===== src/rtl/riscv_pkg.sv =====
// Shared RV32 front-end types: the 32-bit word type, the NOP encoding,
// the fetch FSM state encoding and a word-alignment helper.
package riscv_pkg;

  typedef logic [31:0] word_t;

  localparam word_t NOP_INSTR = 32'h0000_0013;

  typedef enum logic [1:0] {
    FETCH = 2'd0,
    HOLD  = 2'd1,
    DRAIN = 2'd2
  } fetch_state_e;

  function automatic word_t align_word(input word_t addr);
    return addr & ~word_t'(32'h3);
  endfunction

endpackage


===== src/rtl/if_output_buffer.sv =====
// Decode-facing output register plus a one-entry hold buffer that parks a
// word accepted from memory while decode is stalled.
module if_output_buffer
  import riscv_pkg::*;
#(
  parameter word_t RESET_PC  = 32'h0000_0000,
  parameter word_t NOP_INSTR = riscv_pkg::NOP_INSTR
) (
  input  logic  clk,
  input  logic  reset,
  input  logic  load,
  input  logic  bubble,
  input  logic  store,
  input  logic  hold_release,
  input  logic  flush,
  input  word_t in_instr,
  input  word_t in_pc,
  output word_t instruction,
  output word_t pc_out,
  output logic  instr_valid
);

  word_t instr_q, instr_d;
  word_t pc_q, pc_d;
  logic  valid_q, valid_d;
  word_t buf_instr_q, buf_instr_d;
  word_t buf_pc_q, buf_pc_d;
  logic  buf_valid_q, buf_valid_d;

  always_comb begin
    instr_d     = instr_q;
    pc_d        = pc_q;
    valid_d     = valid_q;
    buf_instr_d = buf_instr_q;
    buf_pc_d    = buf_pc_q;
    buf_valid_d = buf_valid_q;
    if (flush) begin
      instr_d     = NOP_INSTR;
      valid_d     = 1'b0;
      buf_valid_d = 1'b0;
    end else begin
      if (load) begin
        instr_d = in_instr;
        pc_d    = in_pc;
        valid_d = 1'b1;
      end else if (hold_release) begin
        instr_d     = buf_instr_q;
        pc_d        = buf_pc_q;
        valid_d     = buf_valid_q;
        buf_valid_d = 1'b0;
      end else if (bubble) begin
        instr_d = NOP_INSTR;
        valid_d = 1'b0;
      end
      if (store) begin
        buf_instr_d = in_instr;
        buf_pc_d    = in_pc;
        buf_valid_d = 1'b1;
      end
    end
  end

  always_ff @(posedge clk) begin
    if (reset) begin
      instr_q     <= NOP_INSTR;
      pc_q        <= RESET_PC;
      valid_q     <= 1'b0;
      buf_valid_q <= 1'b0;
    end else begin
      instr_q     <= instr_d;
      pc_q        <= pc_d;
      valid_q     <= valid_d;
      buf_valid_q <= buf_valid_d;
    end
  end

  // Parked word and PC are qualified by buf_valid_q, so they need no reset.
  always_ff @(posedge clk) begin
    buf_instr_q <= buf_instr_d;
    buf_pc_q    <= buf_pc_d;
  end

  assign instruction = instr_q;
  assign pc_out      = pc_q;
  assign instr_valid = valid_q;

endmodule


===== src/rtl/instruction_fetch_unit.sv =====
// RV32 instruction fetch: PC, fetch FSM (FETCH/HOLD/DRAIN) and redirect handling.
// Define IF_FETCH_STATS_EN to add fetch_count / bubble_count statistics outputs.
module instruction_fetch_unit
  import riscv_pkg::*;
#(
  parameter word_t RESET_PC  = 32'h0000_0000,
  parameter word_t NOP_INSTR = riscv_pkg::NOP_INSTR
) (
  input  logic        clk,
  input  logic        reset,
  input  logic        stall,
  input  logic        redirect,
  input  logic [31:0] redirect_target,
  output logic        imem_read,
  output logic [31:0] imem_address,
  input  logic [31:0] imem_readdata,
  input  logic        imem_busy,
  output logic [31:0] instruction,
  output logic [31:0] pc_out,
  output logic [31:0] pc_plus_4,
  output logic        instr_valid
`ifdef IF_FETCH_STATS_EN
  ,
  output logic [31:0] fetch_count,
  output logic [31:0] bubble_count
`endif
);

  fetch_state_e state_q, state_d;
  word_t        pc_q, pc_d;
  word_t        target_q, target_d;
  word_t        redirect_pc;
  logic         accept;
  logic         out_load, out_bubble, buf_store, buf_release, out_flush;

  assign imem_read    = !reset && (state_q != HOLD);
  assign imem_address = pc_q;
  assign accept       = imem_read && !imem_busy;
  assign redirect_pc  = align_word(redirect_target);

  always_comb begin
    state_d     = state_q;
    pc_d        = pc_q;
    target_d    = target_q;
    out_load    = 1'b0;
    out_bubble  = 1'b0;
    buf_store   = 1'b0;
    buf_release = 1'b0;
    out_flush   = 1'b0;
    case (state_q)
      FETCH: begin
        if (redirect) begin
          out_flush = 1'b1;
          if (imem_busy) begin
            target_d = redirect_pc;
            state_d  = DRAIN;
          end else begin
            pc_d = redirect_pc;
          end
        end else if (accept) begin
          pc_d = pc_q + 32'd4;
          if (stall) begin
            buf_store = 1'b1;
            state_d   = HOLD;
          end else begin
            out_load = 1'b1;
          end
        end else if (!stall) begin
          out_bubble = 1'b1;
        end
      end
      HOLD: begin
        if (redirect) begin
          out_flush = 1'b1;
          pc_d      = redirect_pc;
          state_d   = FETCH;
        end else if (!stall) begin
          buf_release = 1'b1;
          state_d     = FETCH;
        end
      end
      DRAIN: begin
        // The in-flight access must finish at its original address; its data is dropped.
        out_flush = redirect;
        if (!imem_busy) begin
          pc_d    = redirect ? redirect_pc : target_q;
          state_d = FETCH;
        end else if (redirect) begin
          target_d = redirect_pc;
        end
      end
      default: state_d = FETCH;
    endcase
  end

  always_ff @(posedge clk) begin
    if (reset) begin
      state_q <= FETCH;
      pc_q    <= RESET_PC;
    end else begin
      state_q <= state_d;
      pc_q    <= pc_d;
    end
  end

  always_ff @(posedge clk) begin
    target_q <= target_d;
  end

  if_output_buffer #(
    .RESET_PC (RESET_PC),
    .NOP_INSTR(NOP_INSTR)
  ) u_out_buf (
    .clk         (clk),
    .reset       (reset),
    .load        (out_load),
    .bubble      (out_bubble),
    .store       (buf_store),
    .hold_release(buf_release),
    .flush       (out_flush),
    .in_instr    (imem_readdata),
    .in_pc       (pc_q),
    .instruction (instruction),
    .pc_out      (pc_out),
    .instr_valid (instr_valid)
  );

  assign pc_plus_4 = pc_out + 32'd4;

`ifdef IF_FETCH_STATS_EN
  logic [31:0] fetch_count_q, fetch_count_d;
  logic [31:0] bubble_count_q, bubble_count_d;

  always_comb begin
    fetch_count_d  = fetch_count_q + {31'd0, (out_load | buf_release)};
    bubble_count_d = bubble_count_q + {31'd0, !instr_valid};
  end

  always_ff @(posedge clk) begin
    if (reset) begin
      fetch_count_q  <= 32'd0;
      bubble_count_q <= 32'd0;
    end else begin
      fetch_count_q  <= fetch_count_d;
      bubble_count_q <= bubble_count_d;
    end
  end

  assign fetch_count  = fetch_count_q;
  assign bubble_count = bubble_count_q;
`endif

endmodule


===== config.mk =====
export PLATFORM = sky130hd
export DESIGN_NAME = instruction_fetch_unit
export DESIGN_NICKNAME = d
export VERILOG_FILES = /design/src/rtl/riscv_pkg.sv /design/src/rtl/if_output_buffer.sv /design/src/rtl/instruction_fetch_unit.sv
export SDC_FILE = /design/constraint.sdc
export NUM_CORES = 1
export LEC_CHECK = 0
export CAP_MARGIN = 20
export CORE_MARGIN = 2
export CORE_UTILIZATION = 46
export CTS_CLUSTER_SIZE = 24
export DETAILED_ROUTE_END_ITERATION = 8
export PLACE_DENSITY_LB_ADDON = 0.2
export SYNTH_ARGS = -nofsm -noshare
export SYNTH_HDL_FRONTEND = slang
export SYNTH_SLANG_ARGS = --single-unit

===== constraint.sdc =====
create_clock -name clk -period 3.8 [get_ports clk]
set_input_delay 0.95 -clock clk [delete_from_list [all_inputs] [get_ports clk]]
set_output_delay 0.95 -clock clk [all_outputs]
set_load 0.005 [all_outputs]

==> reports/metrics.cfg <==
[drt]
route.antenna.remaining_nets=0
drt_iter0_drc=922
drt-vias-per-instance=5.78
drc=0
vias=7895
wirelength_um=24600
drt_first_pass_iters=9
detail_route.wl_per_cell_um=18.0

[clocking]
clk_pin_slew_worst_paths_ns=0.07
cts_buffer_count=17
cts_max_path_buffers=2
cts-htree-levels=4
cts_sinks=196
postCtsResizedCells=1
clk_latency_ns=0.43
ctsRootBufferMaster=clkbuf_16
postCtsSetupBuffers=0
tritoncts_clock_tree=done
cts-hold-fix-buffers=0

[logic_synthesis]
synth_async_sr_flop_share_pct=0
yosys_warnings=0
dominantRegCellSynth=dfxtp_1
syn_area_per_cell_um2=9.91
yosysUniqueCellTypes=62
synth-seq-cells=196
synth_fp_nets=1004
ys_seq_area_share_pct=53.0
synth_enable_flop_cells=96
syn-cell-area_um2=9210
synth_cells=929

[die]
floorplan.rows=51
fp.dieH_um=145
chipWidth_um=145
top_level_ports=199
starting_density_of_the_core_pct=47.2
fp.coreArea_um2=19500
die-area_um2=21200

[power]
power_report.internal_total_w=0.00380
power.net_switching_w=0.00138
leakage_power_summed_over_all_cells_nw=4.04
design_power_total_w=0.00517
power_frac_comb_pct=16.4
seq_power_share_pct=48.2
ir_drop_v=0.000331
netSwitchingFraction_pct=26.6
p_per_area_nw_per_um2=431
power.clock.fraction_pct=35.4

[timing]
layout_min_cycle_time_ns=3.60
final-max-slew-violation-count=0
max_slew.worst_pin.slew_ns=0.843
finalHoldViolCount=0
totalNegativeSetupSlack_ns=0
relSlewSlack_pct=43.6
period_share_pct=94.7
max_clock_freq_mhz=278
rsz0062_at_grt=no
timing.clock.skew_ns=0.00837
report.final.setup_viol=0

[global_route]
grt_pass1_vias=7311
antenna_found_initial=0
grt_first_pass_wirelength_um=39400
grt.overflow.total=0
largest_net_degree_at_the_start_of_global_routing=72
grtUsageTotal_pct=23.0

[worst_setup_path]
cp_cell_sequence=and4_2 -> and3_2 -> nand3_2 -> nor4_2 -> xor2_1 -> clkdlybuf4s50_1
critical_path.top_delay_family=simple AND/OR/NAND/NOR gates
worstSetupPathType=flip-flop to output pin
cp-end-kind=output pin
crit_path_max_fanout=7
startpoint_type=flip-flop
path_buf_inv=1
worst_endpoint_data_arrival_time_ns=2.65
cpMaxStageDelayCell=clkdlybuf4s50_1
worstPathRequired_ns=2.85
delay_contributed_by_the_slowest_stage_of_the_critical_path_ns=0.52

[finish]
final_cell_mix=clkdlybuf4s50_1 (194), nand2_1 (113), dfxtp_1 (99), edfxtp_1 (96), nor2_1 (91)
layout_commonest_cell=clkdlybuf4s50_1
area.sequential_um2=4890
layout.nets=1162
final_layout_size_suffix_gt1_share_pct=9.73
insertedDiodeCount=0
finish.cell_count_without_fillers=1365
fillers=1629
multi_input_area_um2=3970
area_growth_syn_to_layout_pct=30.2

[placement]
detailedPlacementHpwl_um=16600
post-place-cells=1333
gp_routability_congestion=0.825
buffer_ports.inserted=196

[status]
status=finished clean

[run]
max_cap_viol_count=0

[min_path]
hold_path.class=flip-flop to flip-flop

-- flip-flops by register name, summed over array words and instances (netlist names), 2 cells and up --
name and flops:
imem_address 32, target_q 32, u_out_buf.buf_instr_q 32, u_out_buf.buf_pc_q 32, u_out_buf.instruction 32, u_out_buf.pc_out 32, state_q 2
-- cells in the mapped netlist (3+ instances only) --
library cell | number | area share (%)
a211o_1 | 4 | 0.38
and4_1 | 7 | 0.67
dfxtp_1 | 100 | 22
nor2_1 | 91 | 3.7
nand2b_1 | 5 | 0.34
a22oi_1 | 6 | 0.49
xnor2_1 | 22 | 2.1
xor2_1 | 7 | 0.67
a221o_1 | 3 | 0.33
ha_1 | 6 | 0.82
o21ai_0 | 29 | 1.6
o22ai_1 | 4 | 0.27
and3_1 | 13 | 0.88
a311oi_1 | 31 | 2.9
a222oi_1 | 32 | 3.5
buf_2 | 6 | 0.33
and2_1 | 9 | 0.61
nand3_1 | 31 | 1.7
edfxtp_1 | 96 | 31
nor4_1 | 12 | 0.82
a31oi_1 | 5 | 0.34
nand4_1 | 15 | 1.0
inv_1 | 17 | 0.69
nor3_1 | 19 | 1.0
a211oi_1 | 13 | 1.1
nand2_1 | 114 | 4.6
a31o_2 | 4 | 0.38
o21a_1 | 5 | 0.41
clkbuf_1 | 67 | 2.7
nor2b_1 | 4 | 0.27
mux2_2 | 33 | 4.0
o31ai_1 | 3 | 0.24
a22o_1 | 5 | 0.48
buf_1 | 7 | 0.29
a221oi_1 | 5 | 0.48
a21oi_1 | 61 | 3.3
a21o_1 | 6 | 0.49
-- logic make-up (layout without fill, tap and decap cells) --
family | count (synthesis) | in the layout | share of synthesized area [%]
DFF | 196 | 196 | 53.0
buffers and inverters | 99 | 270 | 4.20
adders and majority gates | 6 | 6 | 0.815
xor gates and xnor gates | 29 | 29 | 2.76
muxes | 35 | 35 | 4.25
AOI/OAI and AO/OA | 236 | 236 | 18.5
and+or+nand+nor | 328 | 328 | 16.4
-- per-layer routing --
layer  part of all wire (%)  vias to the layer above  GRT usage [%]
met5                      0                        -              0
met4                    1.7                        0           7.99
met3                    6.2                       30           4.26
met2                     45                      296           34.6
met1                     47                     3754           33.5
li1                       -                     3815              -
-- stage by stage --
| step | setup WS (ns) | instance area (µm²) | utilization [%] | hold slack (ns) |
|---|---|---|---|---|
| after floorplan | 0.0223 | 9210 | - | 0.436 |
| after global placement | 0.430 | 11400 | 58.2 | 0.446 |
| after detailed placement | 0.410 | 11400 | 58.2 | 0.451 |
| after CTS | 0.0164 | 12000 | 61.3 | 0.462 |
| after global routing | 0.00687 | 12000 | 61.4 | 0.480 |
| final | 0.201 | 12000 | 61.4 | 0.462 |
-- layout make-up --
class	instances	area share, %
Sequential cell	196	40.8
Multi-Input combinational cell	634	33.1
Timing Repair Buffer	221	17.8
Clock buffer	23	4.00
Tap cell	265	2.77
Clock inverter	9	0.981
Inverter	17	0.532
-- tightest hold or removal path, cell delays in order, from the launching register on --
cell     delay, ns
dfxtp_1       0.31
nand2_1       0.05
a21oi_1       0.05
-- final timing paths --
check | startpoint | to | slack (ns) | cells past startpoint
hold reg to reg | u_out_buf.buf_valid_q | u_out_buf.buf_valid_q | 0.46 | 2
hold / removal | u_out_buf.buf_valid_q | u_out_buf.buf_valid_q | 0.46 | 2
setup / recovery | u_out_buf.pc_out[5] | pc_plus_4[28] | 0.20 | 6
setup reg to reg | state_q[0] | imem_address[21] | 1.14 | 6
-- power by group through the flow --
| stage | combinational, W | clock [W] | sequential, W |
|---|---|---|---|
| floorplan | 0.000477 | 0 | 0.00248 |
| global placement | 0.000828 | 0 | 0.00253 |
| detailed placement | 0.000840 | 0 | 0.00254 |
| CTS | 0.000846 | 0.00186 | 0.00249 |
| global route | 0.000922 | 0.00195 | 0.00251 |
| finish | 0.000847 | 0.00183 | 0.00249 |
Note: power is estimated with default switching activity, not from simulation.
